`src/rtl/instr_decode_seq.sv`:
```
// ============================================================================
// Module   : instr_decode_seq
// Purpose  : Pushbutton-driven instruction sequencer. Two raw keys are
//            synchronised and debounced; an execute press latches the
//            instruction switches, decodes them into register-bank addresses
//            and an immediate, waits ALU_LAT cycles and issues a one-cycle
//            write strobe carrying the ALU result. A read press loads the
//            bank read addresses directly from the switches.
// Ports    : clk, rst_n             - clock, async active-low reset
//            i_key_exec_n           - raw execute key (active low)
//            i_key_read_n           - raw register-inspect key (active low)
//            i_sw[15:0]             - instruction word {op, f1, f2, f3}
//            i_alu_result[15:0]     - result returned by the ALU
//            o_opcode[3:0]          - opcode of the latched instruction
//            o_reg_a/b/c[4:0]       - read A, read B, write addresses
//            o_imm[15:0], o_imm_sel - zero-extended immediate and its select
//            o_wr_en, o_wr_data     - register-bank write strobe and data
//            o_busy, o_illegal      - not-idle flag, sticky bad-opcode flag
// Revision : 1.0 - initial release
// ============================================================================
`default_nettype none

module instr_decode_seq #(
  parameter int DEBOUNCE_CYCLES = 16,
  parameter int ALU_LAT         = 1
) (
  input  logic        clk,
  input  logic        rst_n,
  input  logic        i_key_exec_n,
  input  logic        i_key_read_n,
  input  logic [15:0] i_sw,
  input  logic [15:0] i_alu_result,
  output logic [3:0]  o_opcode,
  output logic [4:0]  o_reg_a,
  output logic [4:0]  o_reg_b,
  output logic [4:0]  o_reg_c,
  output logic [15:0] o_imm,
  output logic        o_imm_sel,
  output logic        o_wr_en,
  output logic [15:0] o_wr_data,
  output logic        o_busy,
  output logic        o_illegal
);

  localparam int CNT_W = (DEBOUNCE_CYCLES > 1) ? $clog2(DEBOUNCE_CYCLES) : 1;
  localparam logic [CNT_W-1:0] c_CNT_LAST = CNT_W'(DEBOUNCE_CYCLES - 1);
  localparam logic [3:0]       c_LAT_LAST = 4'(ALU_LAT - 1);

  localparam logic [1:0] S_IDLE   = 2'd0;
  localparam logic [1:0] S_DECODE = 2'd1;
  localparam logic [1:0] S_EXEC   = 2'd2;
  localparam logic [1:0] S_WRITE  = 2'd3;

  // index 0 = execute key, index 1 = read key
  logic [1:0] w_key_n;
  logic [1:0] w_press;

  assign w_key_n = {i_key_read_n, i_key_exec_n};

  for (genvar k = 0; k < 2; k++) begin : g_key
    logic             r_s1;
    logic             r_s2;
    logic             r_db;
    logic [CNT_W-1:0] r_cnt;
    logic             w_done;

    // Counter runs only while the synchronised level differs from the
    // accepted level; any agreeing sample restarts the count.
    assign w_done = (r_s2 != r_db) && (r_cnt == c_CNT_LAST);

    always_ff @(posedge clk or negedge rst_n) begin
      if (!rst_n) begin
        r_s1  <= 1'b1;
        r_s2  <= 1'b1;
        r_db  <= 1'b1;
        r_cnt <= '0;
      end else begin
        r_s1 <= w_key_n[k];
        r_s2 <= r_s1;
        if (r_s2 == r_db) begin
          r_cnt <= '0;
        end else if (w_done) begin
          r_cnt <= '0;
          r_db  <= r_s2;
        end else begin
          r_cnt <= r_cnt + CNT_W'(1);
        end
      end
    end

    // Accepted level is about to fall 1->0: one-cycle press event.
    assign w_press[k] = w_done & r_db;
  end

  logic [1:0]  r_state;
  logic [15:0] r_ir;
  logic [3:0]  r_opcode;
  logic [3:0]  r_reg_a;
  logic [3:0]  r_reg_b;
  logic [3:0]  r_reg_c;
  logic [15:0] r_imm;
  logic        r_imm_sel;
  logic [15:0] r_wr_data;
  logic        r_illegal;
  logic [3:0]  r_lat_cnt;

  always_ff @(posedge clk or negedge rst_n) begin
    if (!rst_n) begin
      r_state   <= S_IDLE;
      r_ir      <= '0;
      r_opcode  <= '0;
      r_reg_a   <= '0;
      r_reg_b   <= '0;
      r_reg_c   <= '0;
      r_imm     <= '0;
      r_imm_sel <= 1'b0;
      r_wr_data <= '0;
      r_illegal <= 1'b0;
      r_lat_cnt <= '0;
    end else begin
      case (r_state)
        S_IDLE: begin
          // Execute takes priority; a simultaneous read is dropped.
          if (w_press[0]) begin
            r_ir      <= i_sw;
            r_illegal <= 1'b0;
            r_state   <= S_DECODE;
          end else if (w_press[1]) begin
            r_reg_a   <= i_sw[11:8];
            r_reg_b   <= i_sw[7:4];
            r_imm_sel <= 1'b0;
          end
        end
        S_DECODE: begin
          r_opcode  <= r_ir[15:12];
          r_lat_cnt <= '0;
          if (r_ir[15:12] <= 4'd5) begin
            r_reg_c   <= r_ir[11:8];
            r_reg_a   <= r_ir[7:4];
            r_reg_b   <= r_ir[3:0];
            r_imm_sel <= 1'b0;
            r_imm     <= '0;
            r_state   <= S_EXEC;
          end else if (r_ir[15:12] <= 4'd10) begin
            r_reg_c   <= r_ir[11:8];
            r_imm     <= {12'h000, r_ir[7:4]};
            r_reg_b   <= r_ir[3:0];
            r_imm_sel <= 1'b1;
            r_state   <= S_EXEC;
          end else begin
            r_illegal <= 1'b1;
            r_state   <= S_IDLE;
          end
        end
        S_EXEC: begin
          if (r_lat_cnt == c_LAT_LAST) begin
            r_wr_data <= i_alu_result;
            r_state   <= S_WRITE;
          end else begin
            r_lat_cnt <= r_lat_cnt + 4'd1;
          end
        end
        S_WRITE: begin
          r_state <= S_IDLE;
        end
        default: begin
          r_state <= S_IDLE;
        end
      endcase
    end
  end

  // Strobe and busy are decoded from state so reset clears them at once.
  assign o_wr_en   = (r_state == S_WRITE);
  assign o_busy    = (r_state != S_IDLE);
  assign o_opcode  = r_opcode;
  assign o_reg_a   = {1'b0, r_reg_a};
  assign o_reg_b   = {1'b0, r_reg_b};
  assign o_reg_c   = {1'b0, r_reg_c};
  assign o_imm     = r_imm;
  assign o_imm_sel = r_imm_sel;
  assign o_wr_data = r_wr_data;
  assign o_illegal = r_illegal;

endmodule

`default_nettype wire

```
`config.mk`:
```
export PLATFORM = sky130hd
export DESIGN_NAME = instr_decode_seq
export DESIGN_NICKNAME = d
export VERILOG_FILES = /design/src/rtl/instr_decode_seq.sv
export SDC_FILE = /design/constraint.sdc
export NUM_CORES = 1
export LEC_CHECK = 0
export CAP_MARGIN = 20
export CELL_PAD_IN_SITES_DETAIL_PLACEMENT = 0
export CELL_PAD_IN_SITES_GLOBAL_PLACEMENT = 1
export CORE_UTILIZATION = 40
export DETAILED_ROUTE_END_ITERATION = 10
export PLACE_DENSITY_LB_ADDON = 0.1
export SYNTH_ARGS = -nofsm -noshare
export SYNTH_HDL_FRONTEND = slang
export SYNTH_SLANG_ARGS = --single-unit
export TNS_END_PERCENT = 5
```
`constraint.sdc`:
```
create_clock -name clk -period 4.3 [get_ports clk]
set_clock_uncertainty 0.05 [all_clocks]
set_input_delay 0.43 -clock clk [delete_from_list [all_inputs] [get_ports clk]]
set_output_delay 0.43 -clock clk [all_outputs]
set_load 0.01 [all_outputs]
```
==> impl_results.md <==
* Outcome: complete, no violations
* Cell count after synthesis at between 200 and 300
* Startpoint type of the worst setup path: register
* Gr usage total at between 15 and 20%
* Average cell area after synthesis at roughly 12 µm²
* Internal Dissipation at between 1 and 1.5 mW
* Highest net fanout along the worst path at 18
* Overall die area at 8250 µm²
* Die width at ~90 µm
* Clock tree from TritonCTS: yes
* Post-route DRC at 0
* Area overhead of the layout relative to synthesis at 30.9%
* Count of pins on the block boundary at 91
* Logic gate share of total power at about 8.1%
* List of cells traversed by the critical path: ha_1, nand3_1, or3_1, mux2_2
* Kind of critical path: register to register
* DR vias at ~2100
* Mux share of post-synthesis cell area at ~15%
* Nets@finish at approximately 380
* Fraction of the cycle the final worst path needs at between 50 and 60%
* Most common cell in the netlist: sky130_fd_sc_hd__dfrtp_1
* Setup repair after global routing missed its margin: no
* Area fraction in compound gates after synthesis at about 5%
* Capture instance of the worst register-to-register path: r_ir[8]
* Fin crit period at 2.16 ns
* Setup slack of the worst register-to-register path at about 2.1 ns
* Most common flop cell mapped by yosys: sky130_fd_sc_hd__dfrtp_1
* Relative slew slack at between 30% and 40%
* Top-area cell type share of the netlist area at about 54%
* Post-placement worst setup slack at between 2 and 2.5 ns
* Hold/Removal Path Class: primary input to asynchronous set/reset pin
* Synth Area in XOR/XNOR at roughly 1.7%
* CTS buffer count at 9
* Remaining number of nets flagged by the antenna check after routing at 0
* Crit path capture type: register
* Worst stage delay on the critical path at slightly below 0.8 ns
* Average detailed-routed wire length per instance at between 10 and 15 µm
* Peak Freq at roughly 0.46 GHz
* Effective utilization at floorplan at 41.1%
* Crit path DAT at about 2.3 ns
* Fraction of the mapped netlist area in adder cells at around 1.6%
* Leakage dissipation at ~1.9 nW
* Net switching share of the total power at roughly 22%
* WP data required at 4.47 ns
* Clock H-tree levels at 3
* Clock buffer depth at 2
* Worst skew pair latency at roughly 0.34 ns
* Synthesized flop and latch total at between 70 and 80
* Yosys warns at 0
* Count of standard-cell rows at 32
* Number of setup buffers added after CTS at 0
* Reg power frac at 52.8%
* Sum of internal, switching and leakage power at 1.40 mW
* Slack of the critical path at 2.14 ns
* Number of antenna cells inserted at 0
* Number of clock sinks at 74
* CP max-delay cell: sky130_fd_sc_hd__or3_1
* Number of antenna violations at the first check in global routing at 0
* Number of optimization iterations in the first detailed-route pass at 4
* Largest voltage drop on the vdd net at 178 µV
* Number of stages on the worst setup path at 4
* Crit path buf inv count at 0
* Largest cells by area after synthesis: sky130_fd_sc_hd__dfrtp_1 (54%), sky130_fd_sc_hd__mux2_2 (11%), sky130_fd_sc_hd__nand2_1 (5.7%)
* Starting DRC count in detailed routing at 63
* Via density per instance at about 4.7
* First-pass GRT wire length at 10.7 mm
* FF-to-FF Start: g_key[0].r_cnt[0]
* Sequential element share of the synthesized area at 58.9%
* Net Switching at approximately 0.31 mW
* Cell area power density at between 300 and 400 nW/µm²
* Start point of the critical path: g_key[0].r_cnt[0]
* Via count of the first global-routing pass at approximately 2200
* Share of layout cells above drive strength 1 at 19.1%
* Ranking of synthesized cells by instance count: sky130_fd_sc_hd__dfrtp_1 (68), sky130_fd_sc_hd__nand2_1 (48), sky130_fd_sc_hd__mux2_2 (30)
* Hpwl dp at about 4.2 mm
* Final Core Density at ~54%
* Cell type with the largest total area after synthesis: sky130_fd_sc_hd__dfrtp_1
* Number of hold-repair buffers added at the cts stage at 0
* Global-route congestion overflow total at 0
* Max-slew violation count at 0
* Number of standard cells in the layout, taps in and fillers out at between 400 and 500
* Placed cell areas at slightly below 4000 µm²
* Share of synthesized cell area in and, or, nand and nor gates at 12.0%
* Final cell area excluding filler cells at approximately 4100 µm²
* Worst hold slack across all endpoints at 0.161 ns
* Dominant combinational cell family by area after synthesis: multiplexers
* PostCTS Resize Cnt at 0
* DRT Wirelength at 6.13 mm
* Maximum number of pins on one net before global-route repair at 75
* Worst-path clk slew at around 0.08 ns
* Last weighted congestion value of the routability-driven placer at approximately 0.76
* Final sum of negative setup slack at 0 ns
* FF-to-FF path depth at 4
* Die height at roughly 91 µm
* Library cells used by synthesis at 43
* Count of flip-flops with a built-in enable after synthesis at 0
* End point of the critical path: r_ir[8]
* Synthesized area at between 3000 and 4000 µm²
* Dpl cells at 426
* Final setup violating endpoints at 0
* Max cap viols at 0
* Floorplan core area at about 7700 µm²
* Async set-reset flop share out of synthesis at 100%
* Clock Power Share at about two fifths
* Number of port buffers at 75
* Measured slew at the worst slew-check pin at about 0.99 ns
* Cell at the root of the clock tree: sky130_fd_sc_hd__clkbuf_8
* Kind of cell with the highest combined delay on the critical path: simple AND/OR/NAND/NOR gates
* Final hold viol count at 0
==> how the worst min path moves through the flow <==
stage,cells past startpoint,from,slack [ns],endpoint
floorplan,0,rst_n,0.08,asynchronous set/reset pin
finish,1,rst_n,0.16,o_imm[3]
CTS,1,rst_n,0.21,o_imm[3]
global route,1,rst_n,0.27,o_imm[3]
detailed placement,0,g_key[0].r_s1,0.30,g_key[0].r_s2
global placement,0,g_key[1].r_s1,0.30,g_key[1].r_s2
==> power by group through the flow <==
| stage | Clock (mW) | Sequential, mW | Combinational [mW] |
|---|---|---|---|
| 3_5_place_dp | 0 | 0.751 | 0.115 |
| 4_1_cts | 0.569 | 0.737 | 0.116 |
| 6_report | 0.547 | 0.738 | 0.113 |
| 3_3_place_gp | 0 | 0.750 | 0.115 |
| 5_1_grt | 0.594 | 0.741 | 0.127 |
| 2_1_floorplan | 0 | 0.752 | 0.0500 |
==> per-layer routing <==
| layer | GRT usage (%) | wire length [µm] |
|---|---|---|
| met3 | 4.55 | 404 |
| met5 | 0 | 0 |
| met1 | 22.6 | 2880 |
| met2 | 25.3 | 2760 |
| met4 | 6.75 | 89 |
==> cell type report <==
class                      count  area (µm²)
clock buffer                  12         155
fill                         693        3560
clock inverter                 4        50.0
multi-input combinational    170        1170
sequential                    74        1860
tap                          102         128
inverter                       4        15.0
timing repair buffer          76         756
==> registers in the layout, indices dropped and copies added (netlist names), 4 cells and up, named ones only <==
signal	cells
r_reg_b	4
o_opcode	4
r_reg_c	4
r_lat_cnt	4
o_imm	4
r_reg_a	4
g_key.r_cnt	8
o_wr_data	16
r_ir	16
==> cells by family after synthesis <==
kind of cell / Yosys count
DFF: 74
other: 1
xor gates and xnor gates: 6
and+or+nand+nor: 82
muxes: 39
AOI/OAI and AO/OA: 24
buffers and inverters: 26
adders and majority gates: 4
==> placed cells by master (no fill, tap or decap), types with 2 or more instances in the layout <==
cell type                         netlist  layout
sky130_fd_sc_hd__inv_1                  4       4
sky130_fd_sc_hd__clkinvlp_4             0       2
sky130_fd_sc_hd__buf_4                 15       2
sky130_fd_sc_hd__clkbuf_8               0      11
sky130_fd_sc_hd__o21ai_0                4       4
sky130_fd_sc_hd__nor2b_1                3       3
sky130_fd_sc_hd__dfrtp_1               68      68
sky130_fd_sc_hd__a21oi_1                5       5
sky130_fd_sc_hd__a21o_1                 3       3
sky130_fd_sc_hd__clkdlybuf4s50_1        0      74
sky130_fd_sc_hd__xor2_1                 2       2
sky130_fd_sc_hd__mux2_4                 8       8
sky130_fd_sc_hd__nor2_1                 5       5
sky130_fd_sc_hd__nand3_1               11      11
sky130_fd_sc_hd__nand2b_1               2       2
sky130_fd_sc_hd__nand2_1               48      48
sky130_fd_sc_hd__o22ai_1                4       4
sky130_fd_sc_hd__xnor2_1                4       4
sky130_fd_sc_hd__a2bb2oi_1              3       3
sky130_fd_sc_hd__dfstp_2                6       6
sky130_fd_sc_hd__conb_1                 1      15
sky130_fd_sc_hd__mux2_2                30      30
sky130_fd_sc_hd__ha_1                   4       4
Power figures use the tool's default switching activity.
